## config.mk

```make
export PLATFORM = sky130hd
export DESIGN_NAME = fetch_unit
export DESIGN_NICKNAME = d
export VERILOG_FILES = /design/src/rtl/fetch_unit.sv
export SDC_FILE = /design/constraint.sdc
export NUM_CORES = 1
export LEC_CHECK = 0
export CORE_MARGIN = 3
export CORE_UTILIZATION = 51
export CTS_CLUSTER_DIAMETER = 200
export DETAILED_ROUTE_END_ITERATION = 8
export DONT_BUFFER_PORTS = 1
export PLACE_DENSITY_LB_ADDON = 0.1
export RECOVER_POWER = 50
export SYNTH_ARGS = -nofsm -noshare
export SYNTH_HDL_FRONTEND = slang
export SYNTH_SLANG_ARGS = --single-unit
```

## constraint.sdc

```tcl
create_clock -name clk -period 3.6 [get_ports clk]
set_input_delay 0.36 -clock clk [delete_from_list [all_inputs] [get_ports clk]]
set_output_delay 0.36 -clock clk [all_outputs]
set_load 0.05 [all_outputs]
```

## src/rtl/fetch_unit.sv

```systemverilog
// Instruction fetch stage: holds the PC, issues single-outstanding word reads and registers the result.
// Optional macro FETCH_ILLEGAL_CHECK_EN enables the registered unsupported-opcode flag.
module fetch_unit #(
  parameter int                  PC_WIDTH = 32,
  parameter logic [PC_WIDTH-1:0] RESET_PC = '0
) (
  input  logic                clk,
  input  logic                reset,
  output logic                imem_req,
  output logic [PC_WIDTH-1:0] imem_addr,
  input  logic                imem_ready,
  input  logic                imem_rvalid,
  input  logic [31:0]         imem_rdata,
  input  logic                branch_taken,
  input  logic [PC_WIDTH-1:0] branch_target,
  input  logic                stall,
  output logic                instr_valid,
  output logic [31:0]         instr,
  output logic [PC_WIDTH-1:0] instr_pc,
  output logic [6:0]          opcode,
  output logic                illegal_op
);

  typedef enum logic [1:0] {
    S_IDLE,
    S_REQ,
    S_WAIT
  } state_t;

  state_t              state_reg, state_next;
  logic [PC_WIDTH-1:0] pc_reg, pc_next;
  logic                squash_reg, squash_next;
  logic                valid_reg, valid_next;
  logic [31:0]         instr_reg, instr_next;
  logic [PC_WIDTH-1:0] instr_pc_reg, instr_pc_next;
  logic                accept;
  logic                load;
  logic                unused_target_bits;

  // Low target bits are forced to zero, so they are deliberately dropped.
  assign unused_target_bits = ^branch_target[1:0];

  always_ff @(posedge clk or negedge reset) begin
    if (!reset) begin
      state_reg    <= S_IDLE;
      pc_reg       <= {RESET_PC[PC_WIDTH-1:2], 2'b00};
      squash_reg   <= 1'b0;
      valid_reg    <= 1'b0;
      instr_reg    <= '0;
      instr_pc_reg <= '0;
    end else begin
      state_reg    <= state_next;
      pc_reg       <= pc_next;
      squash_reg   <= squash_next;
      valid_reg    <= valid_next;
      instr_reg    <= instr_next;
      instr_pc_reg <= instr_pc_next;
    end
  end

  always_comb begin
    state_next    = state_reg;
    pc_next       = pc_reg;
    squash_next   = squash_reg;
    valid_next    = valid_reg;
    instr_next    = instr_reg;
    instr_pc_next = instr_pc_reg;
    load          = 1'b0;

    // Holding back the request while the slot is stalled keeps the slot free for the response.
    imem_req = (state_reg == S_REQ) && !(valid_reg && stall);
    accept   = imem_req && imem_ready;

    if (valid_reg && !stall) begin
      valid_next = 1'b0;
    end

    case (state_reg)
      S_IDLE: state_next = S_REQ;
      S_REQ: begin
        if (accept) begin
          state_next  = S_WAIT;
          squash_next = branch_taken;
        end
      end
      S_WAIT: begin
        if (imem_rvalid) begin
          state_next  = S_REQ;
          squash_next = 1'b0;
          load        = !squash_reg && !branch_taken;
        end else if (branch_taken) begin
          squash_next = 1'b1;
        end
      end
      default: state_next = S_IDLE;
    endcase

    if (load) begin
      instr_next    = imem_rdata;
      instr_pc_next = pc_reg;
      valid_next    = 1'b1;
      pc_next       = pc_reg + PC_WIDTH'(4);
    end

    // A redirect overrides both the stall hold and any same-cycle load.
    if (branch_taken) begin
      pc_next    = {branch_target[PC_WIDTH-1:2], 2'b00};
      valid_next = 1'b0;
    end
  end

  assign imem_addr   = {pc_reg[PC_WIDTH-1:2], 2'b00};
  assign instr_valid = valid_reg;
  assign instr       = instr_reg;
  assign instr_pc    = instr_pc_reg;
  assign opcode      = instr_reg[6:0];

`ifdef FETCH_ILLEGAL_CHECK_EN
  logic illegal_reg, illegal_next;

  function automatic logic op_unsupported(input logic [6:0] op);
    case (op)
      7'b0110011, 7'b0010011, 7'b0000011, 7'b0100011, 7'b1100011: return 1'b0;
      default: return 1'b1;
    endcase
  endfunction

  always_comb begin
    illegal_next = illegal_reg;
    if (load) begin
      illegal_next = op_unsupported(imem_rdata[6:0]);
    end
  end

  always_ff @(posedge clk or negedge reset) begin
    if (!reset) begin
      illegal_reg <= 1'b0;
    end else begin
      illegal_reg <= illegal_next;
    end
  end

  assign illegal_op = valid_reg && illegal_reg;
`else
  assign illegal_op = 1'b0;
`endif

endmodule

```

==> flow_summary.yaml, run 1 <==
min_path:
  hp-start: "branch_taken"
  holdPathStages: 1
  min_path_type: "input port to register"
  holdPathEnd: "instr_valid"
place:
  dpl.cell_count: 466
  dpl.hpwl_um: 6700
  io_buffer_count: 0
  finalWeightedCongestion: 0.773
  pre_cts_slack_ns: 0.925
cells_and_area:
  num_antenna_cells: 0
  largest_reg_flops: 32
  area_growth_pct: 4.53
  nets: 445
  layout-drive-gt1-share: 0.211
  fin_cells: 484
yosys:
  synthCells: 388
  synth_async_sr_flop_share: 1.00
  yosysTopAreaCellShare: 0.536
  synth_compound_area_frac: 0.0749
  yosys-top-cells-area: "dfrtp_1 (54%), mux2_2 (14%), nand2_1 (2.3%)"
  yosysWarnings: 0
  yosysTopAreaCell: "dfrtp_1"
  synth-edff-count: 0
  synth_cell_types: 54
  synth_flop_cell: "dfrtp_1"
  syn_area_um2: 4480
  synth_most_common_cell: "dfrtp_1"
  muxShareOfSynthArea: 0.160
  synth.yosys.seq_area_share: 0.536
  synth_simple_gate_area_frac: 0.153
  synth_top_family_by_area: "multiplexers"
  yosys.area_share.adder: 0.00279
  synth_xor_area_frac: 0.0196
  syn_area_per_cell_um2: 11.5
  synth-seq-cells: 96
  synth_top_cells_by_count: "dfrtp_1 (96), mux2_2 (57), nand2_1 (27)"
floorplanning:
  die_y_um: 99.7
  start_util: 0.534
  rows: 33
  die_w_um: 99.7
  die_area_um2: 9940
  core_area_um2: 8380
  io_pins: 176
clock_network:
  cts_buffer_depth: 2
  htree_levels: 3
  numClockSinks: 96
  cts_tree: "done"
  worstSkewPairLatency_ns: 0.35
  clk_pin_slew_ns: 0.09
  cts_setup_buffers: 0
  cts_buffers: 9
  cts_root_buf: "clkbuf_8"
grt:
  grt_max_degree: 97
  track_usage: 0.197
  grt_first_pass_wirelength_um: 15500
  first_global_vias: 2890
  antenna_found_initial: 0
  overflow: 0
run_status:
  status: "finished, violations left"
  violations: "max-capacitance violations, max-slew violations"
sta:
  tightest_slew_ns: 2.31
  max_freq_mhz: 375
  finalWorstSetupSlack_ns: 0.933
  hold_viol: 0
  period_needed_ns: 2.67
  finalCritPeriodShare: 0.741
  clock_skew_ns: 0.00675
  report.final.slew_viol_count: 97
  grt_setup_unrepaired: "no"
  setup_violations: 0
  slew_headroom: -0.543
  setup_tns_ns: 0
worst_setup_path:
  setup.worst_path.class: "register to register"
  reg2reg_to: "pc_reg[27]"
  cp.arrival_ns: 2.94
  crit_path_end_kind: "register"
  crit_required_ns: 3.87
  r2r_slack_ns: 0.93
  rr_worst_depth: 4
  cp_max_fo: 17
  cp-start-kind: "register"
  rr_startpoint: "pc_reg[8]"
run:
  drv_cap: 1
route:
  vias: 2949
  drtAntennaViolNets: 0
  vias_per_cell: 6.09
  dr.pass1.iters: 4
  first_iter_violations: 114
  routed_wl_um: 9680
  drc: 0
  wl_per_cell_um: 20.0
pwr:
  total_power_uw: 4640
  p_leak_uw: 0.00194
  irDropWorstVdd_mv: 0.574
  power.density_nw_per_um2: 992
==> critical path: stages (launching register included) <==
cell	delay, ns
dfrtp_1	0.75
nand4_2	0.28
or4_1	0.83
or4_1	0.55
a31oi_1	0.17
==> layer usage <==
metal / global-route usage / part of all wire / up-vias
met5: 0 / 0 / -
met4: 0.0473 / 0.0086 / 0
met3: 0.0743 / 0.088 / 7
met2: 0.317 / 0.50 / 116
met1: 0.254 / 0.40 / 1456
li1: - / - / 1370
==> through the flow <==
stage                     utilization  hold slack [ns]  area, um^2
after floorplan                     -           0.0644        4490
after global placement          0.531           0.0664        4450
after detailed placement        0.531           0.0669        4450
after CTS                       0.561           0.0449        4700
after global routing            0.558           0.0473        4680
final                           0.558           0.0747        4680
==> worst max-delay path by stage <==
stage	from	endpoint
global route	reset	pc_reg[14]
global placement	pc_reg[7]	pc_reg[23]
detailed placement	pc_reg[8]	pc_reg[23]
floorplan	pc_reg[8]	pc_reg[23]
CTS	pc_reg[8]	pc_reg[27]
finish	pc_reg[8]	pc_reg[27]
==> where the power goes <==
part | internal (uW) | switching, uW
Combinational | 347 | 237
Sequential | 1440 | 1860
Clock | 411 | 346
==> cell usage in the layout, fill, tap and decap left out, types with 3 or more instances in the layout <==
master,netlist,final
a21oi_1,3,3
a22oi_1,3,3
a31oi_1,12,12
clkbuf_1,9,3
clkbuf_8,1,10
conb_1,1,5
dfrtp_1,96,96
inv_1,8,8
mux2_1,5,5
mux2_2,57,57
nand2_1,27,27
nand3_1,15,15
nand4_1,12,12
nor2_1,20,19
nor3_1,5,5
nor4_1,8,8
o21ai_0,13,13
o21ai_1,3,3
o31ai_1,10,10
or3_1,4,4
or4_1,9,9
xnor2_1,9,9
==> cells by family after synthesis <==
logic type	count (synthesis)
AND/OR/NAND/NOR	123
flip-flops	96
multiplexers	64
AO/OA/AOI/OAI	52
buffers and inverters	41
XOR/XNOR	10
adder cells (fa/ha/maj)	1
other	1
==> repair_timing <==
action | CTS | global route
endpoints found under the hold margin | 96 | 0
setup endpoints to repair | 0 | 0
hold buffers | 2 | 0
resized for setup | 0 | 0
==> layout make-up <==
cell class,count,area (um^2)
fillers,712,3700
flip-flops and latches,96,2400
multi-input cells,255,1860
clock buffers,13,149
well taps,105,131
clock inverters,3,65.1
repair buffers,3,35.0
inverters,9,33.8
Note: power is estimated with default switching activity, not from simulation.
==> inputs of run 2 (changes only) <==
- clock period: 3.6 -> 2.4 ns (I/O delays scaled with it)
==> run 2 against run 1 <==
The run ends with negative hold slack left. Routed wire length increased by 3.1%. Critical path depth is 1 higher. Non-clock buffer count up 38. Via count increased by 5.3%. Count of clock-buffer cells in the layout fell by 2. Sequential power increased by 43%. Worst setup slack worse by 0.66 ns. Final area rose by 5.1%. Clock skew increased by 0.0028 ns. Combinational power up 92%. Core utilization is 2.8 points higher.
==> flow_summary.yaml, run 2 (synthesis results as in run 1) <==
run_status:
  status: "finished, violations left"
  violations: "negative hold slack"
sta:
  tightest_slew_ns: 0.898
  hold_slack_ns: -0.434
  hold_viol: 96
  max_freq_mhz: 470
  grt_setup_unrepaired: "no"
  clock_skew_ns: 0.00952
  period_needed_ns: 2.13
  setup_violations: 0
  report.final.slew_viol_count: 0
  setup_tns_ns: 0
  finalCritPeriodShare: 0.886
  slew_headroom: 0.401
cells_and_area:
  area_growth_pct: 9.81
  final_common_cell: "dfrtp_1"
  finish.utilization: 0.587
  largest_reg_flops: 32
  nets: 483
  layout-drive-gt1-share: 0.214
  num_antenna_cells: 0
  final_cell_mix: "dfrtp_1 (96), mux2_2 (57), nand2_1 (27)"
clock_network:
  clk_pin_slew_ns: 0.09
  worstSkewPairLatency_ns: 0.36
  cts_buffers: 9
  htree_levels: 3
  cts_tree: "done"
  cts_root_buf: "clkbuf_8"
  cts_setup_buffers: 0
  cts_buffer_depth: 2
  numClockSinks: 96
worst_setup_path:
  setup.worst_path.class: "register to register"
  cp_max_fo: 7
  crit_path_end_kind: "register"
  rr_startpoint: "pc_reg[5]"
  cp-start-kind: "register"
  reg2reg_to: "pc_reg[9]"
  cp.arrival_ns: 2.35
  rr_worst_depth: 5
  r2r_slack_ns: 0.27
  crit_required_ns: 2.63
pwr:
  power.density_nw_per_um2: 1430
  p_leak_uw: 0.00204
  irDropWorstVdd_mv: 0.826
grt:
  antenna_found_initial: 0
  overflow: 0
  grt_max_degree: 97
  grt_first_pass_wirelength_um: 15900
  first_global_vias: 3066
  track_usage: 0.203
route:
  drtAntennaViolNets: 0
  first_iter_violations: 136
  drc: 0
  dr.pass1.iters: 4
  wl_per_cell_um: 19.1
  vias: 3105
  vias_per_cell: 5.96
  routed_wl_um: 9980
floorplanning:
  io_pins: 176
  die_area_um2: 9940
  core_area_um2: 8380
  die_y_um: 99.7
  die_w_um: 99.7
  rows: 33
  start_util: 0.534
place:
  io_buffer_count: 0
  finalWeightedCongestion: 0.755
  dpl.hpwl_um: 6940
run:
  drv_cap: 0
min_path:
  min_path_type: "input port to async pin"
run 2: area by class of cell:
cell class / count / area, um^2
multi-input cells: 255 / 1870
repair buffers: 41 / 253
clock inverters: 4 / 77.6
well taps: 105 / 131
inverters: 9 / 33.8
fillers: 750 / 3460
clock buffers: 11 / 151
flip-flops and latches: 96 / 2400
run 2: worst max-delay path by stage:
stage               slack (ns)  cells past startpoint    endpoint          from
global route              0.10                      5   pc_reg[9]     pc_reg[5]
detailed placement        0.12                      4  pc_reg[27]  state_reg[0]
global placement          0.16                      4  pc_reg[23]  state_reg[0]
finish                    0.27                      5   pc_reg[9]     pc_reg[5]
floorplan                 0.12                      5  pc_reg[23]     pc_reg[8]
CTS                       0.11                      4  pc_reg[27]  state_reg[0]
run 2: worst max-delay path, stage by stage (launching register included):
cell      delay, ns
dfrtp_1        0.35
clkbuf_1       0.62
nand2_1        0.34
nor4_1         0.44
xnor2_1        0.17
o21ai_0        0.09
run 2: layer usage:
layer  GRT usage  part of all wire
met1       0.256              0.41
met2       0.331              0.50
met3      0.0631             0.082
met4      0.0704             0.010
met5           0                 0
run 2: what timing repair did:
item / CTS / global route
hold buffers: 10 / 1
endpoints found under the hold margin: 111 / 97
endpoints found under the setup margin: 0 / 2
resized for setup: 0 / 1
run 2: power breakdown:
group,internal (uW),switching [uW]
Combinational,556,565
Sequential,2170,2560
Clock,642,543
run 2: per-stage QoR:
step / hold slack (ns) / setup WS [ns] / area, um^2 / power (uW) / std cells
2_1_floorplan: -0.0556 / 0.120 / 4490 / 5720 / 392
3_3_place_gp: -0.0536 / 0.161 / 4660 / 5890 / 495
3_5_place_dp: -0.0531 / 0.125 / 4660 / 5940 / 495
4_1_cts: -0.452 / 0.106 / 4990 / 7140 / 520
5_1_grt: -0.460 / 0.103 / 4920 / 7340 / 521
6_report: -0.434 / 0.273 / 4920 / 7040 / 521
==> inputs of run 3 (changes only) <==
--- a/config.mk
+++ b/config.mk
@@ -7,7 +7,7 @@
 export LEC_CHECK = 0
+export CAP_MARGIN = 20
 export CORE_MARGIN = 3
-export CORE_UTILIZATION = 51
+export CORE_UTILIZATION = 40
 export CTS_CLUSTER_DIAMETER = 200
 export DETAILED_ROUTE_END_ITERATION = 8
-export DONT_BUFFER_PORTS = 1
 export PLACE_DENSITY_LB_ADDON = 0.1
==> constraint.sdc (replaced) <==
create_clock -name clk -period 2.4 [get_ports clk]
set_input_delay 0.48 -clock clk [delete_from_list [all_inputs] [get_ports clk]]
set_output_delay 0.48 -clock clk [all_outputs]
set_load 0.05 [all_outputs]
==> run 3 against run 2 <==
The flow now finishes without violations. Total power grew 20%. Non-clock buffer count grew 149. Global-route usage shrank 1.4 points. Sequential power shrank 45%. Clock power is essentially flat. Critical path depth shrank 4. Critical path type is now register to output port. Largest power group is now combinational cells. Clock skew grew 0.0023 ns. Largest cell class unchanged. Highest routed layer unchanged.
==> flow_summary.yaml, run 3 (synthesis results as in run 1) <==
run_status:
  status: "complete, no violations"
grt:
  track_usage: 0.189
  antenna_found_initial: 0
  grt_util_met1: 0.246
  top_usage_layer: "met2"
  grt_first_pass_wirelength_um: 19300
  first_global_vias: 3740
  overflow: 0
  grt_max_degree: 47
  grtUsageMet2: 0.317
  grtUsageMet3: 0.0424
cells_and_area:
  final_cell_mix: "clkdlybuf4s50_1 (165), dfrtp_1 (96), mux2_2 (57)"
  finalInstanceArea_um2: 6520
  finish.utilization: 0.599
  num_antenna_cells: 0
  area_growth_pct: 45.5
  nets: 632
  filler_cell_count: 949
  final_common_cell: "clkdlybuf4s50_1"
  largest_reg_flops: 32
  layout-drive-gt1-share: 0.177
clock_network:
  cts_resized: 0
  cts_setup_buffers: 0
  cts_tree: "done"
  worstSkewPairLatency_ns: 0.36
  cts_buffer_depth: 2
  clk_pin_slew_ns: 0.09
  cts_buffers: 9
  numClockSinks: 96
  cts_root_buf: "clkbuf_8"
  holdBufCountCts: 0
  htree_levels: 3
pwr:
  power.density_nw_per_um2: 1290
  p_sw_frac: 0.463
  pwr-share-clk: 0.140
  internal_power_uw: 4530
  irDropWorstVdd_mv: 0.904
  p_seq_frac: 0.306
  power.share.combinational: 0.553
  total_power_uw: 8440
  switching_power_uw: 3910
  p_leak_uw: 0.00266
worst_setup_path:
  crit_required_ns: 1.92
  cp_max_fo: 9
  cp_slowest_stage_delay_ns: 0.86
  worst-path-stages: 1
  cp-start-kind: "register"
  worst-path-buf-inv: 1
  slowest_stage: "clkdlybuf4s50_1"
  crit_family: "buffers and inverters"
  setup.worst_path.class: "register to output port"
  crit_path_end_kind: "output port"
  cp_cell_sequence: "clkdlybuf4s50_1"
  rr_worst_depth: 5
  cp.arrival_ns: 1.75
route:
  routed_wl_um: 11700
  drc: 0
  first_iter_violations: 102
  vias: 3694
  dr.pass1.iters: 4
  wl_per_cell_um: 16.6
  drtAntennaViolNets: 0
  vias_per_cell: 5.23
sta:
  hold_viol: 0
  hold_slack_ns: 0.264
  setup_tns_ns: 0
  period_needed_ns: 2.23
  tightest_slew_ns: 1.04
  slew_headroom: 0.304
  report.final.slew_viol_count: 0
  clock_skew_ns: 0.0119
  finalCritPeriodShare: 0.930
  grt_setup_unrepaired: "no"
  max_freq_mhz: 448
  setup_violations: 0
min_path:
  min_path_type: "input port to async pin"
run:
  drv_cap: 0
place:
  dpl.hpwl_um: 8580
  placed_cell_area_um2: 6350
  finalWeightedCongestion: 0.854
  io_buffer_count: 168
floorplanning:
  start_util: 0.411
  die_w_um: 112
  core_area_um2: 10900
  die_y_um: 112
  die_area_um2: 12500
  io_pins: 176
  rows: 38
-- run 3: cell types whose count changed in the layout (fill, tap and decap cells not counted), moves of 2 or more --
cell	before	now
clkinv_2	0	2
dlygate4sd3_1	11	1
clkbuf_2	0	4
clkdlybuf4s50_1	0	165
buf_4	8	14
o21ai_0	13	15
clkbuf_1	22	5
clkinv_4	2	0
o21ai_1	3	1
-- run 3: area by class of cell --
class                           instances  area, um^2  area share
Timing Repair Buffer                  190        1830       0.281
Inverter                                9        33.8     0.00518
Clock inverter                          5        78.8      0.0121
Multi-Input combinational cell        255        1860       0.285
Sequential cell                        96        2400       0.369
Clock buffer                           11         141      0.0217
Tap cell                              140         175      0.0269
-- run 3: stage by stage --
stage / std cells / setup WS, ns
after floorplan: 392 / 0.120
after global placement: 690 / -0.179
after detailed placement: 690 / -0.185
after CTS: 706 / 0.149
after global routing: 706 / 0.0884
final: 706 / 0.168
-- run 3: layer usage --
metal / routed length (um) / part of all wire
met1: 5100 / 0.43
met3: 816 / 0.070
met4: 134 / 0.011
met5: 0 / 0
met2: 5690 / 0.48
-- run 3: worst paths after layout --
kind | start | to | slack [ns]
hold reg to reg | instr[7] | instr[7] | 0.50
min in group clk | instr[7] | instr[7] | 0.50
hold / removal | reset | instr[10] | 0.26
setup reg to reg | pc_reg[7] | pc_reg[27] | 0.30
setup / recovery | pc_reg[19] | imem_addr[19] | 0.17
max in group asynchronous | reset | pc_reg[5] | 0.58
-- run 3: power by group through the flow --
| stage | clock network [uW] | registers, uW | logic (uW) |
|---|---|---|---|
| 3_5_place_dp | 0 | 2630 | 4730 |
| 5_1_grt | 1300 | 2680 | 4850 |
| 4_1_cts | 1230 | 2600 | 4730 |
| 6_report | 1180 | 2590 | 4670 |
| 3_3_place_gp | 0 | 2590 | 4690 |
| 2_1_floorplan | 0 | 4630 | 1090 |
